$ cat config.mk
export PLATFORM = sky130hd
export DESIGN_NAME = pipe_stage_buf
export DESIGN_NICKNAME = d
export VERILOG_FILES = /design/src/rtl/pipe_stage_buf.sv
export SDC_FILE = /design/constraint.sdc
export NUM_CORES = 1
export LEC_CHECK = 0
export ABC_AREA = 1
export CAP_MARGIN = 30
export CORE_AREA = 2 2 130 132
export DETAILED_ROUTE_END_ITERATION = 16
export DIE_AREA = 0 0 132 134
export GPL_ROUTABILITY_DRIVEN = 1
export MAX_ROUTING_LAYER = met4
export PLACE_DENSITY = 0.57
export SLEW_MARGIN = 20
export SYNTH_ARGS = -nofsm -noshare
export SYNTH_HDL_FRONTEND = slang
export SYNTH_SLANG_ARGS = --single-unit
export TNS_END_PERCENT = 1
$ cat constraint.sdc
create_clock -name clk -period 9.75 [get_ports clk]
set_clock_uncertainty 0.05 [all_clocks]
set_input_delay 1.95 -clock clk [delete_from_list [all_inputs] [get_ports clk]]
set_output_delay 1.95 -clock clk [all_outputs]
set_load 0.01 [all_outputs]
$ cat src/rtl/pipe_stage_buf.sv
// Elastic pipeline-stage buffer: a DEPTH-entry circular FIFO of {ctrl, data, rd}
// entries. Outputs are forced to zero when no entry is presented, so a bubble reads as a NOP.
module pipe_stage_buf #(
  parameter int CTRL_W = 2,
  parameter int DATA_W = 64,
  parameter int RD_W   = 5,
  parameter int DEPTH  = 2,
  parameter int CNT_W  = $clog2(DEPTH + 1)
) (
  input  logic              clk,
  input  logic              reset,
  input  logic              flush,
  input  logic              in_valid,
  output logic              in_ready,
  input  logic [CTRL_W-1:0] in_ctrl,
  input  logic [DATA_W-1:0] in_data,
  input  logic [RD_W-1:0]   in_rd,
  output logic              out_valid,
  input  logic              out_ready,
  output logic [CTRL_W-1:0] out_ctrl,
  output logic [DATA_W-1:0] out_data,
  output logic [RD_W-1:0]   out_rd,
  output logic [CNT_W-1:0]  count
);

  localparam int PTR_W = (DEPTH > 1) ? $clog2(DEPTH) : 1;

  logic [CTRL_W-1:0] ctrl_mem_q [DEPTH];
  logic [DATA_W-1:0] data_mem_q [DEPTH];
  logic [RD_W-1:0]   rd_mem_q   [DEPTH];

  logic [PTR_W-1:0] rd_ptr_q, rd_ptr_d;
  logic [PTR_W-1:0] wr_ptr_q, wr_ptr_d;
  logic [CNT_W-1:0] count_q, count_d;

  logic push, pop;

  // Valid/ready: a transfer happens on a rising edge where valid and ready are both
  // high. in_ready depends only on registered occupancy (no out_ready -> in_ready path);
  // a source seeing ready low must hold its entry stable until it is accepted.
  assign in_ready  = (count_q < CNT_W'(DEPTH));
  assign out_valid = (count_q != '0);
  assign push      = in_valid && in_ready;
  assign pop       = out_valid && out_ready;

  // Explicit wrap so non-power-of-two depths never reach unused slots.
  function automatic logic [PTR_W-1:0] ptr_inc(input logic [PTR_W-1:0] p);
    return (p == PTR_W'(DEPTH - 1)) ? '0 : p + PTR_W'(1);
  endfunction

  always_comb begin
    rd_ptr_d = rd_ptr_q;
    wr_ptr_d = wr_ptr_q;
    count_d  = count_q;
    if (flush) begin
      rd_ptr_d = '0;
      wr_ptr_d = '0;
      count_d  = '0;
    end else begin
      if (push) wr_ptr_d = ptr_inc(wr_ptr_q);
      if (pop)  rd_ptr_d = ptr_inc(rd_ptr_q);
      case ({push, pop})
        2'b10:   count_d = count_q + CNT_W'(1);
        2'b01:   count_d = count_q - CNT_W'(1);
        default: count_d = count_q;
      endcase
    end
  end

  always_ff @(posedge clk) begin
    if (reset) begin
      rd_ptr_q <= '0;
      wr_ptr_q <= '0;
      count_q  <= '0;
    end else begin
      rd_ptr_q <= rd_ptr_d;
      wr_ptr_q <= wr_ptr_d;
      count_q  <= count_d;
    end
  end

  // Storage is not reset; the occupancy count alone decides what is live.
  always_ff @(posedge clk) begin
    if (push && !reset && !flush) begin
      ctrl_mem_q[wr_ptr_q] <= in_ctrl;
      data_mem_q[wr_ptr_q] <= in_data;
      rd_mem_q[wr_ptr_q]   <= in_rd;
    end
  end

  assign out_ctrl = out_valid ? ctrl_mem_q[rd_ptr_q] : '0;
  assign out_data = out_valid ? data_mem_q[rd_ptr_q] : '0;
  assign out_rd   = out_valid ? rd_mem_q[rd_ptr_q]   : '0;
  assign count    = count_q;

endmodule

==> flow_summary.toml, run 1 <==
[setup_path]
worst_ep_arrival_time_ns = 2.60
crit_path_end_kind = "output pin"
cp_max_fo = 37
setup.worst_path.start_class = "flip-flop"
critical_path_class = "flip-flop to output pin"
crit_required_ns = 7.75

[finish]
drive_gt1_frac = 0.0892
area_delta_synth_final_pct = 41.1
final_cell_mix = "150 x nand2_1, 150 x clkdlybuf4s50_1, 142 x edfxtp_1"
nFillCells = 1453
final_nets = 648
antenna_cells = 0

[drt]
top_layer = "met4"
final_antenna_net_count = 0
vias = 3623
routed_via_density = 4.51
wl_met3_um = 657
drc_errors = 0
drt_iter0_drc = 226
wl_met1_mm = 5.20
route.met2.wl_mm = 6.11
finalWirelength_mm = 12.2
drt-wirelength-per-cell_um = 15.2
drt_pass1_iterations = 4

[clocking]
cts_max_level = 4
ctsRootBufferMaster = "clkbuf_16"
clkTransAtPathRegs_ns = 0.06
clk_path_buf_depth = 2
cts_tree = "built"
cts_resized = 0
clkLatencyLatePin_ns = 0.41
cts_buffers = 17
cts_sinks = 147
cts_hold_buf = 0
postCtsSetupRepairBufs = 0

[synth]
synth_area_um2 = 5620
yosys_warnings = 0
ys_ff_latch = 147
yosysSeqAreaShare = 0.777
synthCells = 417
syn_nets = 494
syn_avg_cell_area_um2 = 13.5
synth_cell_type_count = 17

[die]
dieHeight_um = 134
start_util = 0.345
placementRows = 47
die_w_um = 132
pin_count = 151
die_area_um2 = 17700
design.core.area_um2 = 16300

[grt]
antenna_found_initial = 0
grt-ovfl-total = 0
grt_pass1_vias = 3856
track_usage = 0.148
grt_pass1_wl_mm = 19.3
grt_max_degree = 72

[sta]
tightestPinTransition_ns = 0.793
period_share = 0.472
final.min_clock_period_ns = 4.60
hold_viol_final = 0
fin_hold_ws_ns = 0.428
setup_viol = 0
clock.fmax_ghz = 0.217
report.final.slew_viol_count = 0
rsz0062_at_grt = "no"
setup_tns_ns = 0
slew_headroom = 0.471

[placed_design]
port_buffers = 150
place_hpwl_mm = 7.45
place_congestion = 0.706

[outcome]
status = "finished clean"

[min_path]
hold_class = "flip-flop to flip-flop"

[power_and_ir_drop]
power_leakage_nw = 2.72
cellPowerDensity_nw_per_um2 = 187
ir_drop_v = 0.000108

[flow_run]
drv_cap = 0
## sequential cells by signal, summed over array words and instances, names as in the netlist, named ones only
signal / count
rd_mem_q: 10
count: 2
wr_ptr_q: 1
data_mem_q: 128
ctrl_mem_q: 4
rd_ptr_q: 1
## cell usage after synthesis
cell        n  share of area
buf_2      15          0.013
ha_1        1         0.0022
o21ai_0     1        0.00089
a21oi_1    63          0.056
nand2_1   150           0.10
a21oi_2    10          0.016
nor2_1      9         0.0060
edfxtp_1  142           0.76
nor3_1      1        0.00089
nand3_1     1        0.00089
nand4_1     1         0.0011
inv_1       6         0.0040
nor2_4      1         0.0020
buf_6       7          0.014
inv_2       3         0.0020
nor2_8      1         0.0036
dfxtp_1     5          0.018
## per-layer routing
metal / global-route usage / vias up
met4: 0.0616 / 0
met2: 0.246 / 118
li1: - / 1766
met1: 0.172 / 1722
met5: - / -
met3: 0.0355 / 17
## where the power goes
| part | internal (W) | switching, W | total [W] |
|---|---|---|---|
| clock network | 0.000423 | 0.000235 | 0.000658 |
| logic | 0.0000622 | 0.0000543 | 0.000116 |
| registers | 0.000706 | 0.00000343 | 0.000710 |
## critical path: stages, from the launching register on
cell,delay [ns]
dfxtp_2,0.32
inv_2,0.48
buf_4,0.48
nand2_1,0.09
a21oi_1,0.21
clkdlybuf4s50_1,0.58
## final cells by class
class	instances	area, um2	share of cell area
Multi-Input combinational cell	239	1080	0.136
Tap cell	220	275	0.0347
Timing Repair Buffer	157	1580	0.199
Clock buffer	19	433	0.0546
Clock inverter	12	164	0.0207
Inverter	9	33.8	0.00426
Sequential cell	147	4370	0.551
## through the flow
step	utilization	setup slack [ns]	instance area, um2	power (W)	cells
after floorplan	-	2.08	5620	0.000769	417
after global placement	0.448	5.18	7290	0.000837	770
after detailed placement	0.449	5.06	7310	0.000841	771
after CTS	0.485	5.05	7910	0.00150	802
after global routing	0.487	4.91	7930	0.00154	803
final	0.487	5.15	7930	0.00148	803
## worst paths after layout
path                                 from                end  slack (ns)  cells after the start
worst max-delay path            flip-flop       out_data[59]        5.15                      5
worst min-delay path             wr_ptr_q           wr_ptr_q        0.43                      2
worst max register to register   count[1]  data_mem_q[0][49]        7.69                      5
worst min register to register   wr_ptr_q           wr_ptr_q        0.43                      2
## logic make-up (layout without fill, tap and decap cells)
| family | count (synthesis) | after routing | share of synthesized area |
|---|---|---|---|
| AND/OR/NAND/NOR | 164 | 164 | 0.115 |
| flip-flops | 147 | 147 | 0.777 |
| AO/OA/AOI/OAI | 74 | 74 | 0.0726 |
| buffers and inverters | 31 | 197 | 0.0334 |
| adder cells (fa/ha/maj) | 1 | 1 | 0.00223 |
No activity file was read; power rests on OpenSTA's default activity.
==> run 2: changes to the inputs <==
==> constraint.sdc (replaced) <==
create_clock -name clk -period 4.5 [get_ports clk]
set_clock_uncertainty 0.05 [all_clocks]
set_input_delay 0.9 -clock clk [delete_from_list [all_inputs] [get_ports clk]]
set_output_delay 0.9 -clock clk [all_outputs]
set_load 0.01 [all_outputs]
==> flow_summary.toml, run 2 (synthesis results as in run 1) <==
[sta]
fin_hold_ws_ns = 0.419
period_share = 0.725
final.min_clock_period_ns = 3.26
rsz0062_at_grt = "no"
clock.fmax_ghz = 0.306
worst_slack_ns = 1.24
report.final.slew_viol_count = 0
setup_viol = 0
tightestPinTransition_ns = 0.790
slew_headroom = 0.473
hold_viol_final = 0

[grt]
grt_pass1_vias = 3616
grt-ovfl-total = 0
grt_max_degree = 72
track_usage = 0.148
antenna_found_initial = 0
grt_pass1_wl_mm = 19.3

[drt]
drt_pass1_iterations = 4
routed_via_density = 4.52
drc_errors = 0
final_antenna_net_count = 0
route.met2.wl_mm = 6.09
vias = 3635
drt-wirelength-per-cell_um = 15.4
wl_met3_um = 638
drt_iter0_drc = 219
wl_met1_mm = 5.54
finalWirelength_mm = 12.4
top_layer = "met4"

[placed_design]
place_hpwl_mm = 7.68
dp_cells = 772
place_congestion = 0.716
place_area_um2 = 7320
dpl_worst_slack_ns = 1.36
port_buffers = 150

[die]
design.core.area_um2 = 16300
placementRows = 47
die_area_um2 = 17700
pin_count = 151
start_util = 0.345
dieHeight_um = 134
die_w_um = 132

[finish]
multiInputGateArea_um2 = 1080
final_cell_area_um2 = 7920
nFillCells = 1470
seq_area_um2 = 4370
registers.top_by_ff_count = "data_mem_q"
reg_top3 = "data_mem_q (128), rd_mem_q (10), ctrl_mem_q (4)"
final_cell_mix = "150 x nand2_1, 150 x clkdlybuf4s50_1, 142 x edfxtp_1"
area_delta_synth_final_pct = 41.0
antenna_cells = 0
final_cells = 805
drive_gt1_frac = 0.0872
largest_register_ffs = 128
final_nets = 649

[flow_run]
drv_cap = 0

[min_path]
hold_class = "flip-flop to flip-flop"
hold_path_startpoint = "wr_ptr_q"

[power_and_ir_drop]
switching_share = 0.201
p_clk_frac = 0.432
power.switching_w = 0.000635
ir_drop_v = 0.000229
cellPowerDensity_nw_per_um2 = 399
p_int_w = 0.00252
seqPwrFrac = 0.488
p_comb_frac = 0.080
power_leakage_nw = 2.72

[setup_path]
r2r_start = "count[1]"
cpPeakStageDelay_ns = 0.55
slowest_stage = "clkdlybuf4s50_1"
cp_max_fo = 35
crit_path_end_kind = "output pin"
critical_path_class = "flip-flop to output pin"
crit_required_ns = 3.55
cp_cell_sequence = "inv_2, buf_12, buf_4, nand2_1, a21oi_1, clkdlybuf4s50_1"
worst_ep_arrival_time_ns = 2.31
setup.worst_path.start_class = "flip-flop"

[outcome]
status = "finished clean"

[clocking]
clk_path_buf_depth = 2
cts_buffers = 17
cts_max_level = 4
cts_hold_buf = 0
cts_tree = "built"
cts_sinks = 147
clkLatencyLatePin_ns = 0.41
cts_resized = 0
ctsRootBufferMaster = "clkbuf_16"
postCtsSetupRepairBufs = 0
clkTransAtPathRegs_ns = 0.05
-- run 2: cell count changes in the layout (fill, tap and decap cells not counted) --
cell	before	now
nor3_4	0	1
buf_4	5	6
clkbuf_1	2	1
clkinv_2	4	3
clkinv_1	2	6
bufinv_16	4	3
nor3_2	1	0
-- run 2: layout make-up --
type                    instances  area share
flip-flops and latches        147       0.551
clock buffers                  18      0.0542
multi-input cells             239       0.137
well taps                     220      0.0348
inverters                       9     0.00427
repair buffers                158       0.200
clock inverters                14      0.0182
-- run 2: power groups by stage --
stage | logic (W) | clock network (W) | registers (W)
5_1_grt | 0.000273 | 0.00146 | 0.00154
3_3_place_gp | 0.000247 | 0 | 0.00157
6_report | 0.000253 | 0.00136 | 0.00154
3_5_place_dp | 0.000255 | 0 | 0.00157
4_1_cts | 0.000257 | 0.00140 | 0.00154
2_1_floorplan | 0.0000965 | 0 | 0.00157
-- run 2: routing by layer --
metal,GRT usage,vias to the layer above
li1,-,1773
met1,0.185,1738
met2,0.228,111
met3,0.0446,13
met4,0.0543,0
met5,-,-
-- run 2: final timing paths --
kind                                     end  slack, ns  cells past startpoint
worst max-delay path            out_data[28]       1.24                      6
worst min-delay path                wr_ptr_q       0.42                      2
worst max register to register      count[1]       2.47                      9
worst min register to register      wr_ptr_q       0.42                      2
-- run 2: through the flow --
step                      total power [W]   util  TNS [ns]
final                             0.00316  0.486         0
after global routing              0.00327  0.486         0
after CTS                         0.00320  0.485         0
after floorplan                   0.00167      -    -14.80
after global placement            0.00181  0.448         0
after detailed placement          0.00182  0.450         0
-- run 2: critical path: cells and delay by family, from the launching register on --
kind                   cells  cell delay, ns
AND/OR/NAND/NOR            1            0.07
AO/OA/AOI/OAI              1            0.15
buffers and inverters      4            1.34
flip-flops                 1            0.32
==> run 3: changes to the inputs <==
==> constraint.sdc (replaced) <==
create_clock -name clk -period 3.3 [get_ports clk]
set_clock_uncertainty 0.05 [all_clocks]
set_input_delay 0.66 -clock clk [delete_from_list [all_inputs] [get_ports clk]]
set_output_delay 0.66 -clock clk [all_outputs]
set_load 0.01 [all_outputs]
==> flow_summary.toml, run 3 (synthesis results as in run 1) <==
[outcome]
status = "finished clean"

[sta]
clock.fmax_ghz = 0.330
period_share = 0.918
setup_viol = 0
rsz0062_at_grt = "no"
report.final.slew_viol_count = 0
slew_headroom = 0.472
hold_viol_final = 0
final.min_clock_period_ns = 3.03
setup_tns_ns = 0
tightestPinTransition_ns = 0.792

[clocking]
clk_path_buf_depth = 2
ctsRootBufferMaster = "clkbuf_16"
cts_buffers = 17
cts_tree = "built"
postCtsSetupRepairBufs = 0
clkLatencyLatePin_ns = 0.41
clkTransAtPathRegs_ns = 0.05
cts_sinks = 147
cts_hold_buf = 0
cts_max_level = 4
cts_resized = 0

[min_path]
hold_path_startpoint = "wr_ptr_q"
hold_class = "flip-flop to flip-flop"

[drt]
routed_via_density = 4.56
finalWirelength_mm = 12.3
drc_errors = 0
vias = 3672
final_antenna_net_count = 0
drt-wirelength-per-cell_um = 15.3
drt_iter0_drc = 181
drt_pass1_iterations = 4

[grt]
grt_max_degree = 72
track_usage = 0.149
antenna_found_initial = 0
grt_pass1_wl_mm = 19.4
grt-ovfl-total = 0
grt_pass1_vias = 3806

[die]
die_area_um2 = 17700
placementRows = 47
die_w_um = 132
start_util = 0.345
dieHeight_um = 134
pin_count = 151
design.core.area_um2 = 16300

[placed_design]
place_congestion = 0.686
port_buffers = 150
place_hpwl_mm = 7.65
place_area_um2 = 7340

[finish]
drive_gt1_frac = 0.0923
final_cell_area_um2 = 7880
seq_area_um2 = 4370
final_cell_mix = "150 x nand2_1, 150 x clkdlybuf4s50_1, 142 x edfxtp_1"
fin_util = 0.484
largest_register_ffs = 128
final_nets = 649
antenna_cells = 0
registers.top_by_ff_count = "data_mem_q"
reg_top3 = "data_mem_q (128), rd_mem_q (10), ctrl_mem_q (4)"
multiInputGateArea_um2 = 1080
area_delta_synth_final_pct = 40.4
nFillCells = 1457

[power_and_ir_drop]
power_leakage_nw = 2.71
cellPowerDensity_nw_per_um2 = 527
ir_drop_v = 0.000288

[flow_run]
drv_cap = 0

[setup_path]
worst_ep_arrival_time_ns = 2.32
r2r_start = "count[1]"
crit_path_end_kind = "output pin"
crit_required_ns = 2.59
setup.worst_path.start_class = "flip-flop"
cp_max_fo = 71
critical_path_class = "flip-flop to output pin"
[run 3: cell types whose count changed in the layout (fill, tap and decap cells not counted)]
cell        previous run  this run
bufinv_16              3         0
clkbuf_1               1         4
clkbuf_8               0         5
clkinv_1               6         0
clkinv_2               3         6
clkinv_4               1         0
clkinvlp_4             1         0
[run 3: layout make-up]
class                           count  share of cell area
Inverter                            9             0.00429
Timing Repair Buffer              158               0.201
Clock buffer                       26              0.0646
Tap cell                          220              0.0349
Clock inverter                      6             0.00381
Sequential cell                   147               0.554
Multi-Input combinational cell    239               0.137
[run 3: worst max-delay path: stages, from the launching register on]
cell and delay [ns]:
dfxtp_2 0.33, buf_4 0.62, nand2_1 0.11, a21oi_1 0.25
clkdlybuf4s50_1 0.58
[run 3: report_power, final]
| group | switching, W | total, W | leakage (nW) | internal, W |
|---|---|---|---|---|
| combinational | 0.000161 | 0.000343 | 1.10 | 0.000182 |
| clock | 0.000660 | 0.00171 | 0.274 | 0.00105 |
| sequential | 0.0000106 | 0.00210 | 1.33 | 0.00209 |
| total | 0.000832 | 0.00415 | 2.71 | 0.00332 |
[run 3: per-layer routing]
layer | GRT usage | up-vias | wire, um
met5 | - | - | 0
met4 | 0.0525 | 0 | 175
met3 | 0.0488 | 15 | 758
met2 | 0.237 | 113 | 5930
met1 | 0.180 | 1766 | 5450
li1 | - | 1778 | -
[run 3: path summary, 6_finish.rpt]
path	cells after the start	slack (ns)	to
setup / recovery	4	0.27	out_data[25]
setup reg to reg	9	1.52	count[1]
hold / removal	2	0.43	wr_ptr_q
hold reg to reg	2	0.43	wr_ptr_q
[run 3: stage by stage]
stage	power (W)	instances	hold slack (ns)	setup WS (ns)
floorplan	0.00227	417	0.391	-0.905
finish	0.00415	805	0.429	0.270
detailed placement	0.00248	773	0.412	0.675
global route	0.00432	805	0.451	0.116
global placement	0.00248	773	0.400	0.697
CTS	0.00421	805	0.425	0.215
